<file path="src/rtl/rf_wb_scheduler.sv">
// Register-file writeback scheduler: arbitrates NUM_REQ writeback sources onto
// the single write port (we3/a3/wd3, registered, 1-cycle latency), keeps a
// 32-entry busy scoreboard and flags RAW hazards on two decode read addresses.
// Optional build macro RF_WB_RR_EN selects round-robin arbitration; without it
// the arbiter is fixed priority (index 0 highest) and no rr register exists.
module rf_wb_scheduler #(
  parameter int NUM_REQ = 3,
  parameter int RR_W    = 3
) (
  input  logic                  clk,
  input  logic                  reset,
  input  logic [NUM_REQ-1:0]    req_valid,
  input  logic [5*NUM_REQ-1:0]  req_addr,
  input  logic [32*NUM_REQ-1:0] req_data,
  output logic [NUM_REQ-1:0]    req_ready,
  input  logic                  rsv_valid,
  input  logic [4:0]            rsv_addr,
  output logic                  rsv_ready,
  input  logic [4:0]            chk_a1,
  input  logic [4:0]            chk_a2,
  output logic                  hz1,
  output logic                  hz2,
  output logic [31:0]           busy,
  output logic                  we3,
  output logic [4:0]            a3,
  output logic [31:0]           wd3
);

  logic [NUM_REQ-1:0][4:0]  addr_a;
  logic [NUM_REQ-1:0][31:0] data_a;
  assign addr_a = req_addr;
  assign data_a = req_data;

  logic [NUM_REQ-1:0] gnt;
  logic               found;
  logic [RR_W-1:0]    gidx;
  logic [4:0]         sel_addr;
  logic [31:0]        sel_data;
  logic [31:0]        busy_q, busy_nxt;
  logic               rsv_set;
  int                 idx;

`ifdef RF_WB_RR_EN
  logic [RR_W-1:0] rr;

  // Round-robin pointer: moves one past the last winner, holds when idle.
  always_ff @(posedge clk) begin
    if (reset)      rr <= '0;
    else if (found) rr <= (gidx == RR_W'(NUM_REQ-1)) ? '0 : gidx + 1'b1;
  end
`endif

  // Arbiter: first valid requester from the search start wins; nothing during reset.
  always_comb begin
    found = 1'b0;
    gidx  = '0;
    idx   = 0;
    for (int k = 0; k < NUM_REQ; k++) begin
`ifdef RF_WB_RR_EN
      idx = (int'(rr) + k) % NUM_REQ;
`else
      idx = k;
`endif
      if (!found && req_valid[idx]) begin
        found = 1'b1;
        gidx  = RR_W'(idx);
      end
    end
    if (reset) found = 1'b0;
    gnt = '0;
    if (found) gnt[gidx] = 1'b1;
  end

  assign req_ready = gnt;

  // One-hot mux of the winner's address and data.
  always_comb begin
    sel_addr = '0;
    sel_data = '0;
    for (int k = 0; k < NUM_REQ; k++) begin
      if (gnt[k]) begin
        sel_addr = addr_a[k];
        sel_data = data_a[k];
      end
    end
  end

  // A reservation may proceed if the register is free or is being freed now.
  assign rsv_ready = !reset && (!busy_q[rsv_addr] || (found && sel_addr == rsv_addr));
  assign rsv_set   = rsv_valid && rsv_ready && (rsv_addr != 5'd0);

  // Scoreboard next state: clear on grant, then set, so set wins on collision.
  always_comb begin
    busy_nxt = busy_q;
    if (found)   busy_nxt[sel_addr] = 1'b0;
    if (rsv_set) busy_nxt[rsv_addr] = 1'b1;
    busy_nxt[0] = 1'b0;
  end

  // Scoreboard register.
  always_ff @(posedge clk) begin
    if (reset) busy_q <= '0;
    else       busy_q <= busy_nxt;
  end

  assign busy = busy_q;

  // Write port register; x0 writes are accepted but never reach the RF.
  always_ff @(posedge clk) begin
    if (reset) begin
      we3 <= 1'b0;
      a3  <= '0;
      wd3 <= '0;
    end else begin
      we3 <= found && (sel_addr != 5'd0);
      if (found && sel_addr != 5'd0) begin
        a3  <= sel_addr;
        wd3 <= sel_data;
      end
    end
  end

  // Hazard: outstanding and not being granted now, or being written this cycle
  // (the RF still returns old data while we3 is high).
  assign hz1 = (chk_a1 != 5'd0) &&
               ((busy_q[chk_a1] && !(found && sel_addr == chk_a1)) ||
                (we3 && a3 == chk_a1));
  assign hz2 = (chk_a2 != 5'd0) &&
               ((busy_q[chk_a2] && !(found && sel_addr == chk_a2)) ||
                (we3 && a3 == chk_a2));

endmodule

</file>
<file path="config.mk">
export PLATFORM = sky130hd
export DESIGN_NAME = rf_wb_scheduler
export DESIGN_NICKNAME = d
export VERILOG_FILES = /design/src/rtl/rf_wb_scheduler.sv
export SDC_FILE = /design/constraint.sdc
export NUM_CORES = 1
export LEC_CHECK = 0
export CAP_MARGIN = 10
export CORE_UTILIZATION = 38
export CTS_CLUSTER_SIZE = 30
export DETAILED_ROUTE_END_ITERATION = 10
export GPL_ROUTABILITY_DRIVEN = 0
export GPL_TIMING_DRIVEN = 1
export PLACE_DENSITY = 0.78
export SYNTH_ARGS = -nofsm -noshare
export SYNTH_HDL_FRONTEND = slang
export SYNTH_SLANG_ARGS = --single-unit
</file>
<file path="constraint.sdc">
create_clock -name clk -period 2.4 [get_ports clk]
set_clock_uncertainty 0.2 [all_clocks]
set_input_delay 0.36 -clock clk [delete_from_list [all_inputs] [get_ports clk]]
set_output_delay 0.36 -clock clk [all_outputs]
set_load 0.01 [all_outputs]
</file>
==> impl_metrics.csv <==
group,metric,value,unit
floorplan,fp.dieH,112,um
logic_synthesis,synth_warnings,0,
worst_hold_path,hp-class,"reg2reg",
logic_synthesis,asyncSetResetFlopFracSynth,0,%
sta,finalCritPeriodShare,115,%
detailed_routing,routedWlPerCell,23.9,um
finish,drive_gt1_share,31.3,%
finish,mostFrequentLayoutCells,"clkdlybuf4s50_1 (176), buf_4 (126), dfxtp_1 (63)",
clocking,clock_path_buffers,2,
global_routing,grt_util_met2,56.9,%
logic_synthesis,ys.flop_type,"dfxtp_1",
global_routing,antenna_found_initial,0,
worst_setup_path,endpoint_kind,"output port",
finish,final_common_cell,"clkdlybuf4s50_1",
finish,utilization,71.4,%
logic_synthesis,syn_nets,639,
logic_synthesis,synth.avg_cell_area,9.09,sq um
floorplan,top_level_ports,208,
finish,multiInputGateArea,3110,sq um
finish,fin_cells,970,
sta,rsz0062_at_grt,"yes",
finish,syn_to_final_growth,79.8,%
global_routing,met1_usage,42.1,%
clocking,cts_buffers,9,
logic_synthesis,ys_ff_latch,69,
sta,setup_tns,-2.14,ns
detailed_routing,vias,6326,
sta,fmax,0.363,GHz
detailed_routing,vias_per_cell,6.52,
detailed_routing,routed_wl,23200,um
clocking,cts.sinks,69,
global_routing,overflow,0,
clocking,cts_tree,"built",
clocking,path_clk_slew,0.06,ns
global_routing,grt_use_met3,7.83,%
logic_synthesis,synth_area,4610,sq um
finish,ff_latch_area,1390,sq um
run_status,violations,"design-rule violations, negative setup slack",
global_routing,grt_pass1_wl,34100,um
clocking,htree_levels,3,
power,p_leak,3.27,nW
sta,setup_viol,29,
floorplan,die_area,12600,sq um
logic_synthesis,ys_seq_area_share,30.0,%
floorplan,num_rows,39,
detailed_routing,drc_errors,11,
global_routing,grtUsageTotal,34.6,%
sta,maxSlewViolCount,0,
finish,n_antenna_cell,0,
floorplan,initial_utilization,39.7,%
logic_synthesis,syn_inst,507,
power,vdd_drop_max,0.377,mV
placed_design,placed_cells,935,
clocking,cts.root.buffer_cell,"clkbuf_16",
run_status,status,"complete, but fails checks",
placed_design,dp_hpwl,15700,um
floorplan,coreArea,11600,sq um
worst_setup_path,critPathKind,"in2out",
detailed_routing,drt_iter0_drc,1117,
floorplan,die_x,112,um
logic_synthesis,ys_types,58,
worst_setup_path,start_kind,"input port",
global_routing,grt_pass1_vias,6180,
detailed_routing,detail_route.first_pass.iterations,11,
global_routing,grt_most_used_layer,"met2",
flow_run,drv_cap,0,
global_routing,grt_start_max_net_pins,37,
worst_setup_path,required,1.84,ns
logic_synthesis,synth_edf_count,0,
worst_setup_path,path_max_fanout,3,
placed_design,placement.io_buffers,206,
finish,final_nets,954,
clocking,clk_latency,0.34,ns
sta,period_needed,2.76,ns
sta,hold_viol,0,
sta,setup_slack,-0.355,ns
worst_setup_path,cp.arrival,2.20,ns
detailed_routing,antenna_left,0,
power,p_per_area,467,nW/um^2
finish,fillers,781,
-- power breakdown --
| part | switching [mW] | internal, mW | leakage, nW |
|---|---|---|---|
| logic | 0.586 | 0.634 | 2.56 |
| clock network | 0.574 | 0.821 | 0.148 |
| registers | 0.0427 | 1.21 | 0.567 |
-- critical path: stages --
cell and delay, ns:
clkdlybuf4s50_1 0.51, inv_1 0.14, a221oi_4 0.39, buf_4 0.19
xor2_1 0.20, nor4_2 0.08, nor3_2 0.17, buf_2 0.16
-- cell usage after synthesis (all sizes together) (9+ instances only) --
master / number / area share (%)
o211ai: 26 / 4.2
mux4: 21 / 10
clkbuf: 27 / 2.2
buf: 23 / 3.1
nor3: 11 / 1.2
inv: 11 / 0.90
xor2: 11 / 2.1
dfxtp: 69 / 30
nand2: 30 / 2.4
o31ai: 9 / 1.5
nand3: 15 / 1.6
o21ai: 30 / 3.3
nor2: 53 / 4.3
nand2b: 10 / 1.4
mux2i: 9 / 2.0
a211oi: 33 / 6.5
a222oi: 32 / 6.9
-- kinds of logic (layout without fill, tap and decap cells) --
group                  count (synthesis)  after routing  share of synthesized area, %
flip-flops                            69             69                          30.0
AO/OA/AOI/OAI                        169            169                          30.5
buffers and inverters                 61            381                          6.24
AND/OR/NAND/NOR                      157            157                          17.0
other                                  1              1                        0.0814
multiplexers                          32             32                          12.7
XOR/XNOR                              18             18                          3.42
-- routing by layer --
metal	vias to the layer above	routed length [um]	part of all wire, %
met4	0	1570	6.8
met3	172	2700	12
met2	581	10800	47
met1	2940	8130	35
li1	2633	-	-
met5	-	0	0
-- state kept, by name, summed over array words and instances (netlist names) --
signal / cells
a3: 5
busy: 31
wd3: 32
we3: 1
-- through the flow --
step / hold slack (ns) / total power, mW / cell area (sq um) / setup slack [ns]
after floorplan: 0.320 / 1.75 / 4610 / 0.00150
after global placement: 0.285 / 2.36 / 7670 / -1.05
after detailed placement: 0.292 / 2.39 / 7670 / -1.15
after CTS: 0.302 / 3.79 / 8200 / -0.272
after global routing: 0.317 / 3.99 / 8290 / -0.454
final: 0.299 / 3.87 / 8290 / -0.355
-- layout make-up --
cell class                 instances  area share [%]
multi-input combinational        377            37.6
clock inverter                     7            1.01
sequential                        69            16.8
timing repair buffer             354            39.3
inverter                          11           0.498
tap                              143            2.16
clock buffer                       9            2.72
-- what timing repair did --
item	4_1_cts	5_1_grt
pin swaps	32	17
gates resized for setup	92	23
setup endpoints to repair	73	50
gates cloned	1	0
hold buffers	0	0
endpoints found under the hold margin	0	0
buffers inserted	14	6
-- final timing paths --
path | start | endpoint | slack [ns] | cells past startpoint
worst max-delay path | req_addr[1] | hz1 | -0.36 | 8
worst min-delay path | wd3[10] | wd3[10] | 0.30 | 2
worst max register to register | busy[31] | busy[14] | -0.08 | 8
worst min register to register | wd3[10] | wd3[10] | 0.30 | 2
No activity file was read; power rests on OpenSTA's default activity.
